[src/rtl/delay_pipe_sink.sv]
// delay_pipe_sink: credit-gated receive FIFO that terminates a
// fixed-latency, non-stallable delay pipe.
module delay_pipe_sink #(
  parameter  int N  = 5,
  parameter  int W  = 32,
  parameter  int D  = N + 2,
  localparam int CW = $clog2(D + 1),
  localparam int PW = (D > 1) ? $clog2(D) : 1
) (
  input  logic          clk,
  input  logic          rst,
  output logic          issue_rdy,
  input  logic          issue,
  input  logic          in_vld,
  input  logic [W-1:0]  in,
  output logic          out_vld,
  output logic [W-1:0]  out,
  input  logic          out_rdy,
  output logic [CW-1:0] credit_r,
  output logic          err_r
);

  if (D < 1 || N < 0) begin : g_bad_param
    $error("delay_pipe_sink: need D >= 1 and N >= 0");
  end

  logic [CW-1:0] credit_q, credit_d;
  logic [CW-1:0] cnt_q, cnt_d;
  logic [PW-1:0] wr_q, wr_d;
  logic [PW-1:0] rd_q, rd_d;
  logic          err_q, err_d;
  logic [W-1:0]  mem_q [D];

  logic pop, full, push_ok;
  logic iss_ok, iss_bad, ovf;

  function automatic logic [PW-1:0] nxt(input logic [PW-1:0] p);
    return (p == PW'(D - 1)) ? '0 : p + PW'(1);
  endfunction

  assign issue_rdy = credit_q != '0;
  assign out_vld   = cnt_q != '0;
  assign full      = cnt_q == CW'(D);
  assign pop       = out_vld & out_rdy;
  // a full FIFO still accepts when the head leaves on the same edge
  assign push_ok   = in_vld & (~full | pop);
  assign iss_ok    = issue & issue_rdy;
  assign iss_bad   = issue & ~issue_rdy;
  assign ovf       = pop & ~iss_ok & (credit_q == CW'(D));
  assign out       = mem_q[rd_q];
  assign credit_r  = credit_q;
  assign err_r     = err_q;

  always_comb begin
    credit_d = credit_q;
    cnt_d    = cnt_q;
    wr_d     = wr_q;
    rd_d     = rd_q;
    err_d    = err_q;
    unique case (1'b1)
      iss_ok & ~pop:        credit_d = credit_q - CW'(1);
      pop & ~iss_ok & ~ovf: credit_d = credit_q + CW'(1);
      default: ;
    endcase
    unique case (1'b1)
      push_ok & ~pop: cnt_d = cnt_q + CW'(1);
      pop & ~push_ok: cnt_d = cnt_q - CW'(1);
      default: ;
    endcase
    if (push_ok) wr_d = nxt(wr_q);
    if (pop)     rd_d = nxt(rd_q);
    err_d = err_q | iss_bad | (in_vld & ~push_ok) | ovf;
  end

  always_ff @(posedge clk) begin
    if (rst) begin
      credit_q <= CW'(D);
      cnt_q    <= '0;
      wr_q     <= '0;
      rd_q     <= '0;
      err_q    <= 1'b0;
    end else begin
      credit_q <= credit_d;
      cnt_q    <= cnt_d;
      wr_q     <= wr_d;
      rd_q     <= rd_d;
      err_q    <= err_d;
    end
  end

  always_ff @(posedge clk) begin
    if (push_ok) mem_q[wr_q] <= in;
  end

`ifndef SYNTHESIS
  int infl_q;
  always_ff @(posedge clk) begin
    if (rst) infl_q <= 0;
    else     infl_q <= infl_q + int'(iss_ok) - int'(in_vld);
    if (!rst && !err_q)
      assert (int'(credit_q) + int'(cnt_q) + infl_q == D)
        else $error("credit + occupancy + in-flight != D");
  end
`endif

endmodule

[config.mk]
export PLATFORM = sky130hd
export DESIGN_NAME = delay_pipe_sink
export DESIGN_NICKNAME = d
export VERILOG_FILES = /design/src/rtl/delay_pipe_sink.sv
export SDC_FILE = /design/constraint.sdc
export NUM_CORES = 1
export LEC_CHECK = 0
export ABC_AREA = 1
export BUFFER_PORTS_ARGS = -buffer_cell sky130_fd_sc_hd__buf_2
export CORE_MARGIN = 4
export CORE_UTILIZATION = 26
export DETAILED_ROUTE_END_ITERATION = 7
export GPL_ROUTABILITY_DRIVEN = 0
export PLACE_DENSITY = 0.51
export SYNTH_ARGS = -nofsm -noshare
export SYNTH_HDL_FRONTEND = slang
export SYNTH_SLANG_ARGS = --single-unit
[constraint.sdc]
create_clock -name clk -period 4.2 [get_ports clk]
set_input_delay 0.42 -clock clk [delete_from_list [all_inputs] [get_ports clk]]
set_output_delay 0.42 -clock clk [all_outputs]
set_load 0.005 [all_outputs]
# ---- After elaboration in Yosys (flattened, before gate mapping)
# Memory sizes are Yosys's and may differ from the RTL's. A register that Yosys moved wholly into a read port is not among the register bits.
# Cells that the tools add are included.
# W data, S select, Z words.
dict set report word_totals {
  register_bits 13
  word_cells 49
  ram_bits 224
  memories 1
  inputBits 37
  out_inout_bits 38
}
dict set report op_classes {
  addsub 6
  n_mux 8
  n_reduce_logical 4
  n_eq_ne 4
  n_bitwise 21
}
# name depth word_bits read_ports rd_clocked_by_memory_dff write_ports line
set mem_list {}
lappend mem_list {mem_q 7 32 1 1 1 32} ;# logic [W-1:0] mem_q [D];
# operator count
set op_table {}
lappend op_table {{$add A3 B1 Y3 const B} 4}
lappend op_table {{$eq A3 B3 Y1 const B} 4}
lappend op_table {{$mux W3} 4}
lappend op_table {{$pmux W3 S2} 2}
lappend op_table {{$and A1 B1 Y1} 11}
lappend op_table {{$not A1 Y1} 6}
lappend op_table {{$reduce_bool A3 Y1} 2}
lappend op_table {{$sub A3 B1 Y3 const B} 2}
lappend op_table {{$or A1 B1 Y1} 4}
lappend op_table {{$reduce_bool A2 Y1} 2}
lappend op_table {{$mux W1} 2}

# ---- Depth between registers and ports, before layout
# Gate-level depths: netlist of run 1.
dict set report depth {
  depth_word 8
  mapped_depth 9
  mapped_depth_nobuf 9
}

# ---- Worst setup path after synthesis of run 1
# Ideal clock, no wire load.
dict set report synth_timing {
  path_kind {input to register}
  startpoint {in out_rdy}
  endpoint {mem mem_q[0][0] (enable)}
  path_stages 6
  arrival_time_ps 3034
  slack_ps 705
  setup_time_ps 461
  cell_sequence {inv_1 -> nand2_1 -> nor2_2 -> nor2_4 -> nand2_1 -> nor3_1}
}
dict set report synth_between {
  elab_chain_len 5
}
# item line
set synth_lines {}
lappend synth_lines {{start: declaration} 18} ;# input logic out_rdy,
lappend synth_lines {{$and A1 B1 Y1} 44} ;# assign pop = out_vld & out_rdy;
lappend synth_lines {{$or A1 B1 Y1} 46} ;# assign push_ok = in_vld & (~full | pop);
lappend synth_lines {{$and A1 B1 Y1} 46}
lappend synth_lines {{$mux W1} 92} ;# if (push_ok) mem_q[wr_q] <= in;
lappend synth_lines {{$mux W1 (not written as such)} 92}
lappend synth_lines {{end: declaration} 32}
# No other way between the ends.

==> run metrics, run 1 <==
status finished, final reports clean; final setup fails 0; largest cells by area after synthesis edfxtp_1 71%, nand2_1 4.8%, a21oi_1 3.7%, dfxtp_1 3.4%, o21ai_0 3.2%; Seq/Total Area, Yosys 0.747; Worst Skew ~0.024 ns; total global routing overflow 0; PwrDens slightly above 500 nW/um^2; post-CTS sizing 0; chip height 199 um; max incr delay on CP 0.63 ns; Post-synth EDFFs roughly 220; initial core utilization 0.265; largest area contributor in the netlist edfxtp_1; syn_nets roughly 800; Final Util 0.311; RSZ-0062 raised after global routing false; Slew Viols, Final 0; CP top delay family buffers and inverters; logic gate share of total power 0.111; Area Overhead vs Synth 17.6%; Clk network pwr share 0.402; Pre-Repair DR Iteration Count 4; setup TNS 0 ns; DP Wirelength 12.4 mm; fin crit share 0.731; met2 wire length 10.7 mm; maximum vdd drop 281 uV; Switching Fraction 0.245; post-synthesis cell area between 9000 and 10000 um^2; Main synth FF type edfxtp_1; Worst-path clk slew around 0.06 ns; clock tree buffer depth 3; antenna violations before repair 1; die extent in x 199 um; unique cell type count in the Yosys netlist 31; fill count 3627; Critical Path, Cell by Cell inv_6 -> nand2_1 -> a21oi_1 -> a21oi_1 -> o21ai_0 -> buf_2; P_leak between 3 and 4 nW; area of the multi-input gates 2070 um^2; first-pass GRT wire length between 30 and 40 mm; worst hold slack about 0.13 ns; fraction of registers with async set/reset 0; wire per inst ~17 um; fin crit period 3.07 ns; pin count of the biggest net entering global routing 97; root buf cell clkbuf_16; antenna-violating nets left 0; IO buf count 74; drt drc 0; CP bufs+invs 2; CTS tree done; top-area cell type share of the netlist area 0.713; critical path arrival ~2.7 ns; share of post-route cells with drive strength above 1 0.174; Max Used Layer met5; CP required about 3.8 ns; most frequent CP cell a21oi_1; Post-CTS Repair Setup Buffers 0; Mapped Cells around 740; H-tree Lvls 1; slowest cell on the critical path inv_6; die area between 30000 and 40000 um^2; Setup CP Type reg2out; Post-Syn Area per Cell approximately 13 um^2; drt first-iter violations 299; relative max-transition margin 0.383; #FFs+latches synth 240; sequential share of power 0.487; Critical Path End Type output pin; crit start category flop; row cnt 69; TritonCTS buffer count 27; worst skew pair latency 0.53 ns; GRT Total Usage 0.109; fmax ~0.33 GHz; Core Area between 30000 and 40000 um^2; WL final ~22 mm; number of clock sinks 240; YS warnings 0; num ports between 70 and 80; Post-CTS Hold Buffers 0; Max-Cap Viols 0; met3 routed WL ~920 um; WL met1 ~9.8 mm; vias in the first global route 5790; most frequent cells in the layout 224 x edfxtp_1, 120 x nand2_1, 74 x buf_2, 72 x nor2_1, 70 x a21oi_1; Register Area between 7000 and 8000 um^2; Max Fanout on Critical Path between 90 and 100; Switch Pwr roughly 1.4 mW; Hold Fails Final Rpt 0; Final #Nets between 800 and 900; commonest non-fill, non-tap cell in the layout edfxtp_1; vias roughly 5800; worst min path class in2reg; Vias/cell between 4 and 5; Cell Int Power roughly 4.3 mW; Worst-Margin Slew between 0.9 and 1 ns
## per-stage QoR
| step | cells | power, mW | setup WS, ns | instance area [um^2] |
|---|---|---|---|---|
| 4_1_cts | 1287 | 5.74 | 1.01 | 11100 |
| 2_1_floorplan | 738 | 3.22 | 0.705 | 9440 |
| 3_3_place_gp | 1241 | 3.45 | 1.55 | 10200 |
| 5_1_grt | 1287 | 5.92 | 0.885 | 11100 |
| 3_5_place_dp | 1241 | 3.45 | 1.59 | 10200 |
| 6_report | 1288 | 5.65 | 1.13 | 11100 |
## per-layer routing
layer	up-vias	global-route usage
met2	104	0.186
li1	2814	-
met4	2	0.0261
met3	30	0.0207
met1	2847	0.144
met5	-	0
## Yosys cell counts (all sizes together), types with 14 or more instances
cell type  instances
nand3             15
nand2            122
nor2              79
clkbuf            14
inv               24
edfxtp           224
o21ai            101
a21oi             71
o22ai             32
buf               28
dfxtp             16
## area by class of cell
cell class	count	area share
Inverter	25	0.00936
Sequential cell	240	0.636
Antenna cell	1	0.000226
Tap cell	461	0.0520
Timing Repair Buffer	84	0.0401
Multi-Input combinational cell	431	0.186
Clock buffer	32	0.0626
Clock inverter	14	0.0135
## power by group through the flow
stage	clock (mW)	sequential (mW)	combinational [mW]
2_1_floorplan	0	2.76	0.459
3_3_place_gp	0	2.80	0.642
3_5_place_dp	0	2.81	0.646
4_1_cts	2.33	2.76	0.648
5_1_grt	2.44	2.76	0.718
6_report	2.27	2.75	0.625
## state kept, by name (all words and copies together) (netlist names), named ones only
name      flops
credit_r      3
wr_q          3
err_r         1
rd_q          3
mem_q       224
cnt_q         3
## path summary, 6_finish.rpt
path	cells after the start	end	from	slack [ns]
max	6	out[15]	flop	1.13
min	2	err_r	rst	0.13
max reg2reg	6	mem_q[6][11]	cnt_q[0]	2.01
min reg2reg	2	rd_q[2]	rd_q[2]	0.49
## worst register-to-register path, delay by kind of cell (launching register included)
kind,cells,cell delay [ns]
AND/OR/NAND/NOR,4,0.95
buffers and inverters,2,0.53
flip-flops,1,0.36
## kinds of logic after synthesis
logic type	share of synthesized area
buffers and inverters	0.0383
adders and majority gates	0.00424
DFF	0.747
AOI/OAI and AO/OA	0.115
and+or+nand+nor	0.0953
Note: power is estimated with default switching activity, not from simulation.
==> run 2: changes to the inputs <==
--- a/config.mk
+++ b/config.mk
@@ -11,7 +11,7 @@
 export CORE_UTILIZATION = 26
 export DETAILED_ROUTE_END_ITERATION = 7
 export GPL_ROUTABILITY_DRIVEN = 0
-export PLACE_DENSITY = 0.51
+export PLACE_DENSITY = 0.52
 export SYNTH_ARGS = -nofsm -noshare
 export SYNTH_HDL_FRONTEND = slang
 export SYNTH_SLANG_ARGS = --single-unit
==> constraint.sdc (replaced) <==
create_clock -name clk -period 2.74 [get_ports clk]
set_input_delay 0.274 -clock clk [delete_from_list [all_inputs] [get_ports clk]]
set_output_delay 0.274 -clock clk [all_outputs]
set_load 0.005 [all_outputs]
==> run 2 against run 1 <==
- core utilization increased by 0.95 points
- clock skew decreased by 0.013 ns
- hold slack got worse by 0.11 ns
- largest cell class unchanged
- wire length decreased by 0.54%
- critical path depth unchanged
- sequential cell count unchanged
- clock power increased by 42%
- clock-buffer cell count increased by 4
- sequential share of layout area decreased by 1.9 points
- combinational power increased by 74%
- first-iteration DRC count increased by 28%
==> run metrics, run 2 (synthesis gave the netlist of run 1 again) <==
Largest register FFs roughly 220; largest reg by FF count mem_q; share of post-route cells with drive strength above 1 0.174; reg-to-reg critical path startpoint cnt_q[1]; P_leak ~4 nW; H-tree Lvls 1; maximum vdd drop 428 uV; post-CTS sizing 0; slowest cell on the critical path buf_4; pin count of the biggest net entering global routing 53; Worst-Margin Slew about 0.56 ns; Core Area ~36000 um^2; Final WS setup between 0.2 and 0.3 ns; Max-Cap Viols 0; root buf cell clkbuf_16; Vias/cell ~4.4; antenna violations before repair 1; CP required roughly 2.5 ns; Setup CP Type reg2out; CTS tree done; first-pass GRT wire length about 34 mm; commonest non-fill, non-tap cell in the layout edfxtp_1; Critical Path, Cell by Cell buf_4 -> o21ai_0 -> o22ai_1 -> nand2_1 -> o21ai_0 -> buf_2; GRT Total Usage 0.108; Slew Viols, Final 0; Hold Path Stages 1; TritonCTS buffer count 27; RSZ-0062 raised after global routing false; setup TNS 0 ns; Worst-path clk slew 0.06 ns; worst skew pair latency around 0.53 ns; Area Overhead vs Synth 21.2%; antenna-violating nets left 0; pre-CTS setup slack ~0.80 ns; critical path arrival 2.20 ns; status finished, final reports clean; num ports 75; hold_sp in[14]; Final Util 0.321; fmax around 0.40 GHz; Reg2Reg Depth 6; drt first-iter violations 384; worst hold slack around 0.022 ns; Pre-Repair DR Iteration Count 5; drt drc 0; wire per inst 16.4 um; Max Fanout on Critical Path 52; vias in the first global route approximately 5700; Worst Skew about 0.011 ns; worst min path class in2reg; WL final 21.8 mm; final setup fails 0; IO buf count between 70 and 80; total global routing overflow 0; most frequent CP cell o21ai_0; DP Wirelength between 10 and 15 mm; die extent in x just under 200 um; Final #Nets roughly 900; fill count between 3000 and 4000; initial core utilization 0.265; Critical Path End Type output pin; crit start category flop; row cnt 69; fin crit period approximately 2.5 ns; number of clock sinks 240; relative max-transition margin 0.625; vias 5889; clock tree buffer depth 3; die area 39400 um^2; Post-CTS Repair Setup Buffers 0; fin crit share 0.901; Hold Fails Final Rpt 0; Post-CTS Hold Buffers 22; chip height 199 um; max incr delay on CP between 0.4 and 0.5 ns; most frequent cells in the layout 224 x edfxtp_1, 120 x nand2_1, 74 x buf_2, 72 x nor2_1, 70 x a21oi_1; PwrDens about 740 nW/um^2
run 2: routing by layer:
layer / up-vias / wire length, um / track usage
li1: 2882 / - / -
met1: 2865 / 10100 / 0.150
met2: 108 / 10400 / 0.178
met3: 34 / 844 / 0.0180
met4: 0 / 439 / 0.0243
met5: - / 0 / 0
run 2: worst max-delay path: cells and delay by family (launching register included):
family | cells | cell delay, ns
flops | 1 | 0.38
buf+inv | 2 | 0.67
simple gates | 1 | 0.08
compound gates | 3 | 0.54
run 2: power by group:
group	internal (mW)	leakage (nW)	total [mW]	switching (mW)
clock network	1.83	0.385	3.23	1.40
registers	4.11	2.17	4.17	0.0595
logic	0.400	1.45	1.09	0.689
run 2: path summary, 6_finish.rpt:
kind | to | slack, ns
hold / removal | mem_q[6][14] | 0.02
hold reg to reg | rd_q[2] | 0.47
setup / recovery | out[15] | 0.27
setup reg to reg | mem_q[1][26] | 0.90
run 2: area by class of cell:
class / count / area [um^2] / share of cell area
antenna: 1 / 2.50 / 0.000219
multi-input combinational: 431 / 2080 / 0.182
sequential: 240 / 7050 / 0.617
timing repair buffer: 117 / 823 / 0.0720
clock inverter: 13 / 83.8 / 0.00733
tap: 461 / 577 / 0.0504
inverter: 25 / 104 / 0.00908
clock buffer: 36 / 709 / 0.0620
run 2: metrics by stage:
stage,instance area (um^2),total power [mW],instances
detailed placement,10400,5.34,1252
global route,11400,8.88,1324
CTS,11400,8.62,1323
global placement,10400,5.33,1252
finish,11400,8.49,1324
floorplan,9450,4.93,738
==> run 3: changes to the inputs <==
--- a/config.mk
+++ b/config.mk
@@ -8,10 +8,11 @@
 export ABC_AREA = 1
 export BUFFER_PORTS_ARGS = -buffer_cell sky130_fd_sc_hd__buf_2
 export CORE_MARGIN = 4
-export CORE_UTILIZATION = 26
+export CORE_UTILIZATION = 45
 export DETAILED_ROUTE_END_ITERATION = 7
 export GPL_ROUTABILITY_DRIVEN = 0
-export PLACE_DENSITY = 0.52
+export PLACE_DENSITY = 0.75
+export SKIP_CTS_REPAIR_TIMING = 1
 export SYNTH_ARGS = -nofsm -noshare
 export SYNTH_HDL_FRONTEND = slang
 export SYNTH_SLANG_ARGS = --single-unit
==> run 3 against run 2 <==
- fmax increased by 1.9%
- sequential power about the same
- clock power increased by 11%
- setup slack improved by 0.047 ns
- register-to-register slack got worse by 0.02 ns
- cell count decreased by 17%
- clock skew increased by 0.00055 ns
- non-clock buffer count decreased by 26
- critical endpoint unchanged
==> run metrics, run 3 (synthesis gave the netlist of run 1 again) <==
Area Overhead vs Synth 16.5%; design area 11000 um^2; CP top delay family flip-flops; relative max-transition margin 0.640; Worst Skew roughly 0.011 ns; drt drc 0; die extent in x around 150 um; root buf cell clkbuf_16; Core Area around 20000 um^2; Slew Viols, Final 0; setup TNS 0 ns; drt first-iter violations around 450; row cnt 52; status finished, final reports clean; antenna-violating nets left 0; P_leak roughly 3.9 nW; most frequent cells in the layout 224 x edfxtp_1, 120 x nand2_1, 74 x buf_2, 72 x nor2_1, 70 x a21oi_1; critical path arrival ~2.2 ns; Layout Cells excl Fill 1102; TritonCTS buffer count 25; commonest non-fill, non-tap cell in the layout edfxtp_1; max incr delay on CP ~0.6 ns; Largest register FFs 224; reg-to-reg critical path startpoint cnt_q[0]; Critical Path End out[15]; num ports 75; vias in the first global route around 5900; share of post-route cells with drive strength above 1 0.181; IO buf count 74; Max-Cap Viols 0; worst skew pair latency around 0.50 ns; pre-CTS setup slack around 0.78 ns; fill count roughly 1700; Critical Path End Type output pin; GRT Total Usage 0.165; Max Fanout on Critical Path 35; Setup CP Type reg2out; maximum vdd drop between 300 and 400 uV; Pre-Repair DR Iteration Count 4; n_diodes 0; fin crit share 0.884; Total Power ~8.8 mW; largest reg by FF count mem_q; H-tree Lvls 1; wire per inst between 15 and 20 um; worst r2r dst mem_q[0][5]; Worst-path clk slew 0.06 ns; Crit. path cell count 6; final setup fails 0; Vias/cell 5.34; slowest cell on the critical path dfxtp_4; Reg2Reg Depth 6; WL final about 20 mm; CTS tree done; Critical Path, Cell by Cell clkinv_4 -> o21ai_1 -> o22ai_1 -> nand2_1 -> o21ai_0 -> buf_2; Final WS setup approximately 0.32 ns; Final Util 0.538; total global routing overflow 0; pin count of the biggest net entering global routing between 90 and 100; first-pass GRT wire length 31.2 mm; die area between 20000 and 25000 um^2; CP bufs+invs 2; number of clock sinks 240; vias about 6000; worst min path class in2reg; Placed Cells incl. Taps ~1100; placed cell area between 10000 and 15000 um^2; R2R Setup Slk ~0.88 ns; worst hold slack ~0.012 ns; fin crit period between 2 and 2.5 ns; Final #Nets between 800 and 900; PwrDens around 800 nW/um^2; RSZ-0062 raised after global routing false; fmax slightly above 0.4 GHz; chip height 153 um; Worst-Margin Slew 0.540 ns; crit start category flop; Hold Fails Final Rpt 0; DP Wirelength about 11 mm; antenna violations before repair 1; initial core utilization 0.462; clock tree buffer depth 3; CP required 2.47 ns
-- run 3: changes by cell type in the layout (fill, tap and decap cells not counted), sizes merged --
cell | previous run | this run
clkinvlp | 1 | 3
dlygate4sd3 | 22 | 0
clkbuf | 36 | 33
bufinv | 0 | 5
diode | 1 | 0
inv | 25 | 24
clkinv | 12 | 5
buf | 95 | 91
-- run 3: routing by layer --
metal,track usage,vias up,share of wire
met4,0.0479,2,0.014
li1,-,2821,-
met5,0,-,0.00036
met1,0.217,2890,0.43
met3,0.0295,22,0.057
met2,0.282,150,0.50
-- run 3: cell type report --
type | count | area, um^2 | share of cell area
Clock inverter | 12 | 190 | 0.0173
Multi-Input combinational cell | 431 | 2080 | 0.189
Clock buffer | 33 | 706 | 0.0642
Inverter | 25 | 104 | 0.00945
Sequential cell | 240 | 7050 | 0.642
Tap cell | 270 | 338 | 0.0307
Timing Repair Buffer | 91 | 523 | 0.0476
-- run 3: how the worst min path moves through the flow --
stage / from / endpoint / slack, ns / cells after the start
floorplan: rst / err_r / 0.34 / 1
global placement: rd_q[2] / rd_q[2] / 0.47 / 2
detailed placement: rd_q[2] / flop / 0.47 / 2
CTS: rst / wr_q[2] / -0.002 / 2
global route: in[14] / mem_q[1][14] / 0.009 / 1
finish: rst / wr_q[2] / 0.01 / 2
-- run 3: power by group --
part	leakage [nW]	total (mW)	internal, mW	switching [mW]
Sequential	2.17	4.17	4.11	0.0611
Combinational	1.32	1.02	0.365	0.656
Clock	0.430	3.60	2.28	1.32
Total	3.92	8.79	6.75	2.04
